## config.mk

```make
export PLATFORM = sky130hd
export DESIGN_NAME = audio_clock_manager
export DESIGN_NICKNAME = d
export VERILOG_FILES = /design/src/rtl/audio_clock_manager_pkg.sv /design/src/rtl/audio_clock_manager_frequency_generator.sv /design/src/rtl/audio_clock_manager.sv
export SDC_FILE = /design/constraint.sdc
export NUM_CORES = 1
export LEC_CHECK = 0
export ABC_AREA = 1
export CORE_ASPECT_RATIO = 1.2
export CORE_MARGIN = 2
export CORE_UTILIZATION = 55
export CTS_CLUSTER_DIAMETER = 50
export CTS_CLUSTER_SIZE = 14
export DETAILED_ROUTE_END_ITERATION = 10
export PLACE_DENSITY_LB_ADDON = 0.1
export SYNTH_ARGS = -nofsm -noshare
export SYNTH_HDL_FRONTEND = slang
export SYNTH_SLANG_ARGS = --single-unit
```

## constraint.sdc

```tcl
create_clock -name CLK -period 4.5 [get_ports CLK]
set_input_delay 0.675 -clock CLK [delete_from_list [all_inputs] [get_ports CLK]]
set_output_delay 0.675 -clock CLK [all_outputs]
set_load 0.1 [all_outputs]
```

## src/rtl/audio_clock_manager_pkg.sv

```systemverilog
// Shared constants and helpers for the audio clock manager and its dividers.
package audio_clock_manager_pkg;

    localparam int DEFAULT_MASTER_FREQ  = 100_000_000;
    localparam int DEFAULT_BIT_CLK_FREQ = 1_411_200;
    localparam int DEFAULT_TEMPO_FREQ   = 180;
    localparam int DEFAULT_DIV_BITS     = 20;

    localparam int FRAME_BITS     = 32;
    localparam int CHANNEL_BITS   = 16;
    localparam int FRAME_CNT_BITS = $clog2(FRAME_BITS);

    // WS is high from the last left bit up to, but not including, the last right bit
    localparam logic [FRAME_CNT_BITS-1:0] WS_FIRST = FRAME_CNT_BITS'(CHANNEL_BITS - 1);
    localparam logic [FRAME_CNT_BITS-1:0] WS_LAST  = FRAME_CNT_BITS'(FRAME_BITS - 2);

    // Half period of a derived clock in master cycles, truncated
    function automatic int halfPeriod(input int masterFreq, input int outFreq);
        return masterFreq / (2 * outFreq);
    endfunction

endpackage

```

## src/rtl/audio_clock_manager_frequency_generator.sv

```systemverilog
// Square-wave divider: counts 0..HALF-1, toggles on the terminal count and
// exposes combinational strobes for the edge about to happen.
module frequency_generator
    import audio_clock_manager_pkg::*;
#(
    parameter int MASTER_FREQ = DEFAULT_MASTER_FREQ,
    parameter int FREQ        = DEFAULT_BIT_CLK_FREQ,
    parameter int BITS        = DEFAULT_DIV_BITS
) (
    input  logic CLK,
    input  logic Reset,
    output logic SquareWave,
    output logic RiseStrobe,
    output logic FallStrobe
);

    localparam int HALF = halfPeriod(MASTER_FREQ, FREQ);
    localparam logic [BITS-1:0] TERMINAL = BITS'(HALF - 1);

    generate
        if ((HALF < 1) || ((longint'(HALF) - 1) >= (longint'(1) << BITS))) begin : genRangeCheck
            $error("frequency_generator: half period does not fit in the divider width");
        end
    endgenerate

    logic [BITS-1:0] count;
    logic            terminal;

    assign terminal   = (count == TERMINAL);
    // Strobes are high in the cycle whose closing edge toggles SquareWave
    assign RiseStrobe = terminal & ~SquareWave;
    assign FallStrobe = terminal &  SquareWave;

    // Divider counter and output toggle
    always_ff @(posedge CLK or posedge Reset) begin
        if (Reset) begin
            count      <= '0;
            SquareWave <= 1'b0;
        end else if (terminal) begin
            count      <= '0;
            SquareWave <= ~SquareWave;
        end else begin
            count      <= count + BITS'(1);
        end
    end

endmodule

```

## src/rtl/audio_clock_manager.sv

```systemverilog
// I2S transmitter plus tempo clock, all derived from the master clock.
// The serializer advances on SCK falling events so data and WS settle a
// half bit before the DAC samples them on the rising edge.
module audio_clock_manager
    import audio_clock_manager_pkg::*;
#(
    parameter int MASTER_FREQ  = DEFAULT_MASTER_FREQ,
    parameter int BIT_CLK_FREQ = DEFAULT_BIT_CLK_FREQ,
    parameter int TEMPO_FREQ   = DEFAULT_TEMPO_FREQ,
    parameter int DIV_BITS     = DEFAULT_DIV_BITS
) (
    input  logic                  CLK,
    input  logic                  Reset,
    input  logic [FRAME_BITS-1:0] InputData,
    output logic                  I2S_CLK,
    output logic                  I2S_WS,
    output logic                  I2S_DATA,
    output logic                  SyncCLK,
    output logic                  Tempo_CLK
);

    logic sckRise, sckFall, tempoRise, tempoFall;
    // Only the SCK fall strobe is needed; the rest are collected here
    logic unusedStrobes;
    assign unusedStrobes = sckRise ^ tempoRise ^ tempoFall;

    frequency_generator #(
        .MASTER_FREQ (MASTER_FREQ),
        .FREQ        (BIT_CLK_FREQ),
        .BITS        (DIV_BITS)
    ) sckGen (
        .CLK        (CLK),
        .Reset      (Reset),
        .SquareWave (I2S_CLK),
        .RiseStrobe (sckRise),
        .FallStrobe (sckFall)
    );

    frequency_generator #(
        .MASTER_FREQ (MASTER_FREQ),
        .FREQ        (TEMPO_FREQ),
        .BITS        (DIV_BITS)
    ) tempoGen (
        .CLK        (CLK),
        .Reset      (Reset),
        .SquareWave (Tempo_CLK),
        .RiseStrobe (tempoRise),
        .FallStrobe (tempoFall)
    );

    logic [FRAME_CNT_BITS-1:0] bitCnt;
    logic [FRAME_CNT_BITS-1:0] nextBit;
    logic [FRAME_BITS-1:0]     shiftReg;

    assign nextBit = bitCnt + FRAME_CNT_BITS'(1);

    // Frame counter, sample latch, serial shifter and WS decode
    always_ff @(posedge CLK or posedge Reset) begin
        if (Reset) begin
            bitCnt   <= FRAME_CNT_BITS'(FRAME_BITS - 1);
            shiftReg <= '0;
            I2S_WS   <= 1'b0;
            I2S_DATA <= 1'b0;
            SyncCLK  <= 1'b0;
        end else begin
            SyncCLK <= 1'b0;
            if (sckFall) begin
                bitCnt <= nextBit;
                I2S_WS <= (nextBit >= WS_FIRST) && (nextBit <= WS_LAST);
                if (nextBit == '0) begin
                    // Frame start: MSB goes straight out, the rest waits in the shifter
                    shiftReg <= InputData;
                    I2S_DATA <= InputData[FRAME_BITS-1];
                    SyncCLK  <= 1'b1;
                end else begin
                    I2S_DATA <= shiftReg[FRAME_BITS-2];
                    shiftReg <= {shiftReg[FRAME_BITS-2:0], 1'b0};
                end
            end
        end
    end

endmodule

```

# Word level (Yosys, flattened, before mapping)
# Cells that the tools add are included.
[op_classes] addsub=3 n_lt_le_gt_ge=2 n_eq_ne=2 muxes=6 bitwise=3 reduce_logical=2
[ops] operator="$add A20 B1 Y20 const B" n=2
[ops] operator="$mux W20" n=2
[ops] operator="$mux W31" n=1
[ops] operator="$eq A20 B19 Y1 const B" n=1
[ops] operator="$eq A20 B6 Y1 const B" n=1
[ops] operator="$add A5 B1 Y5 const B" n=1
[ops] operator="$ge A5 B4 Y1 const B" n=1
[ops] operator="$le A5 B5 Y1 const B" n=1
[ops] operator="$logic_not A5 Y1" n=1
[ops] operator="$mux W1" n=3
[ops] operator="$not A1 Y1" n=2
[ops] operator="$and A1 B1 Y1" n=1
[ops] operator="$logic_and A1 B1 Y1" n=1
[word_totals] regBits=81 in_bits=34

# Logic depth before layout (Yosys ltp)
[depth] ltp_word=4 ltp_mapped=11 depth_no_buf=11

# Modules after synthesis
# From an unflattened synthesis, not the netlist that was laid out.
[hier_totals] hier_cells=656 hier_area_um2=4734.5
[modules_own_cells] mod="audio_clock_manager" instances=1 cells_per_inst=325 area_each_um2=2253.4 seq_area_each_um2=982.2
[modules_own_cells] mod="frequency_generator (tempoGen)" instances=1 cells_per_inst=159 area_each_um2=1242.4 seq_area_each_um2=525.5
[modules_own_cells] mod="frequency_generator (sckGen)" instances=1 cells_per_inst=172 area_each_um2=1238.7 seq_area_each_um2=525.5

# Worst setup path after synthesis
# Ideal clock, no wire load.
[synth_path] path_kind="reg2out" start="register sckGen.SquareWave" end="output port I2S_CLK" t_arrival_ps=965 required_ps=3825 path_slack_ps=2860 stages_incl_launch_ff=1 n_path_buf=0 cell_sequence="dfrtp_1"
[synth_rtl] element="from (decl)" line="audio_clock_manager_frequency_generator.sv:12" source="output logic SquareWave,"
[synth_rtl] element="from (signal assigned)" line="audio_clock_manager_frequency_generator.sv:41" source="SquareWave <= ~SquareWave;"
[synth_rtl] element="to (decl)" line="audio_clock_manager.sv:15" source="output logic I2S_CLK,"
# No word-level cell between the ends.

# Final worst setup path
[layout_path] start="register sckGen.SquareWave" end="output port I2S_CLK"
# No word-level cell between the ends.

==> metrics.txt <==
WHS Endpoint=tempoGen.SquareWave; Root Driver=clkbuf_8; pwr/cell area=243 nW/µm²; Layout area overhead=11.7%; final hold vios=0; hold crit path type=flip-flop to flip-flop; gate count of the mapped netlist=approximately 630; worst-path cell with the longest stage delay=clkdlybuf4s50_1; drt first pass iters=4; Starting Density=0.564; final setup margin=between 1500 and 2000 ps; status=completed; Seq cells post-synth=between 80 and 90; DR WL/cell=around 12 µm; cell family with most CP delay=buffers and inverters; Nets=~700; crit path cell chain=clkdlybuf4s50_1; Hold Crit Depth=1; vias per std cell=approximately 4.9; final setup fails=0; min cycle time layout=2690 ps; commonest non-fill, non-tap cells in the layout=inv_1, nand2_1, dfrtp_1; fillers=roughly 830; DP HPWL=6610 µm; Critical Setup Path Class=flip-flop to output pin; synthesized area=just over 5000 µm²; Residual DRC=0; Slew Limit Fails=0; post-CTS setup buffer count=0; first-pass GRT wire length=17,000 µm; FFs w/ async S/R, synth=1.00; synthesized area per cell=between 8 and 9 µm²; RSZ-0062 raised after global routing=false; Worst path max stage delay=approximately 1200 ps; H-tree lvl count=3; Worst Path Max Fanout=4; Resize count post-CTS=0; number of CTS-inserted buffers=9; most common cell after layout, fill and taps aside=inv_1; Worst VDD drop=0.171 mV; DP Worst Slack=around 2100 ps; Initial DRC Count=200; core area=around 9000 µm²; cell count of the worst reg-to-reg path=9; Setup Skew=between 7 and 8 ps; cell count after placement=772; Clock transition at path regs=80 ps; Clock Latency Late Sink=~360 ps; vias in the first global route=~3,800; vias=3,887; number of antenna violations at the first check in global routing=0; total global-route track usage=0.212; clk sinks=81; fin crit share=0.598; Post-Route Setup TNS=0 ps; EDFF count, synth=0; Crit path buffers/inverters=1; Worst setup EP type=output pin; arrival time worst endpoint=approximately 2000 ps; Hold Slack=just under 500 ps; global placer's final weighted congestion=0.840; Max-Cap Viols=0; grt ovf=0; port bufs=38; Yosys cell types=36; CTS tree=done; Die X-Extent=between 90 and 100 µm; Pleak=between 0.002 and 0.003 µW; Slew @ Worst Pin=1070 ps; CTS Buffer Depth=2; hold buffers post-CTS=0; Die Y=roughly 110 µm; Synth Warn #=0; largest net degree at the start of global routing=62; hold wc startpoint=tempoGen.SquareWave; Post-Syn Nets=just under 700; Critical R2R Launch=bitCnt[0]; Top FF cell, synth=dfrtp_1; Finished Layout Cells=around 800; post-synthesis sequential area ratio=0.401; layout cells sized above 1=0.148; die area=between 9000 and 10,000 µm²; Max transition margin=0.288; FF-to-FF setup slack=roughly 2100 ps; n_diodes=0; Site Rows=38; CP Depth=1; post-route ant nets=0; Critical R2R Capture=shiftReg[28]; Routed WL=between 9000 and 10,000 µm; IO Pins=39; Highest Clock Rate=372 MHz; worst path required time=~3800 ps; CP Launch Type=flip-flop; Tot Pwr=approximately 1400 µW
-- sequential cells by signal (all words and copies together) (netlist names) --
name,flops
shiftReg,31
sckGen.count,20
tempoGen.count,20
bitCnt,5
I2S_DATA,1
I2S_WS,1
SyncCLK,1
sckGen.SquareWave,1
tempoGen.SquareWave,1
-- cell families (layout without fill, tap and decap cells) --
| logic type | after synthesis | count (layout) | synth area share |
|---|---|---|---|
| simple gates | 348 | 348 | 0.380 |
| buf+inv | 153 | 190 | 0.134 |
| flops | 81 | 81 | 0.401 |
| xor+xnor | 29 | 29 | 0.0501 |
| compound gates | 12 | 12 | 0.0143 |
| fa+ha+maj | 8 | 8 | 0.0198 |
-- metal layers --
metal | track usage | vias to the layer above | part of all wire
met4 | 0.0768 | 0 | 0.014
met2 | 0.373 | 74 | 0.50
li1 | - | 1978 | -
met5 | 0 | - | 0
met1 | 0.262 | 1824 | 0.45
met3 | 0.0401 | 11 | 0.037
-- how the worst max path moves through the flow --
stage	start	endpoint	slack (ps)
6_report	sckGen.SquareWave	I2S_CLK	1810
5_1_grt	sckGen.SquareWave	I2S_CLK	1740
4_1_cts	sckGen.SquareWave	I2S_CLK	1780
3_5_place_dp	sckGen.count[0]	shiftReg[29]	2100
3_3_place_gp	sckGen.count[0]	shiftReg[29]	2120
2_1_floorplan	Reset	I2S_DATA	1750
-- layout make-up --
cell class / count / area (µm²) / area share
clock buffer: 14 / 163 / 0.0288
timing repair buffer: 39 / 388 / 0.0686
tap: 120 / 150 / 0.0265
multi-input combinational: 397 / 2350 / 0.416
inverter: 135 / 509 / 0.0900
clock inverter: 2 / 60.1 / 0.0106
sequential: 81 / 2030 / 0.360
-- cells in the mapped netlist (5+ instances only) --
cell type | instances | area [µm²]
buf_2 | 5 | 25.0
buf_6 | 5 | 56.3
dfrtp_1 | 76 | 1900
dfstp_2 | 5 | 131
ha_1 | 8 | 100
inv_1 | 127 | 477
inv_2 | 7 | 26.3
nand2_1 | 125 | 469
nand2_4 | 29 | 327
nand3_1 | 61 | 305
nand3_2 | 30 | 300
nand4_1 | 16 | 100
nor2_1 | 64 | 240
nor3_1 | 11 | 55.1
xnor2_1 | 6 | 52.6
xor2_1 | 23 | 201
-- stage by stage --
stage | util | area [µm²]
final | 0.629 | 5660
after global routing | 0.629 | 5660
after CTS | 0.629 | 5660
after detailed placement | 0.605 | 5430
after global placement | 0.605 | 5430
after floorplan | - | 5060
-- where the power goes --
group | switching, µW | total [µW] | internal (µW) | leakage [µW]
Clock | 256 | 600 | 344 | 0.000111
Sequential | 0 | 727 | 727 | 0.000912
Combinational | 22.2 | 49.6 | 27.4 | 0.00180
Power figures use the tool's default switching activity.
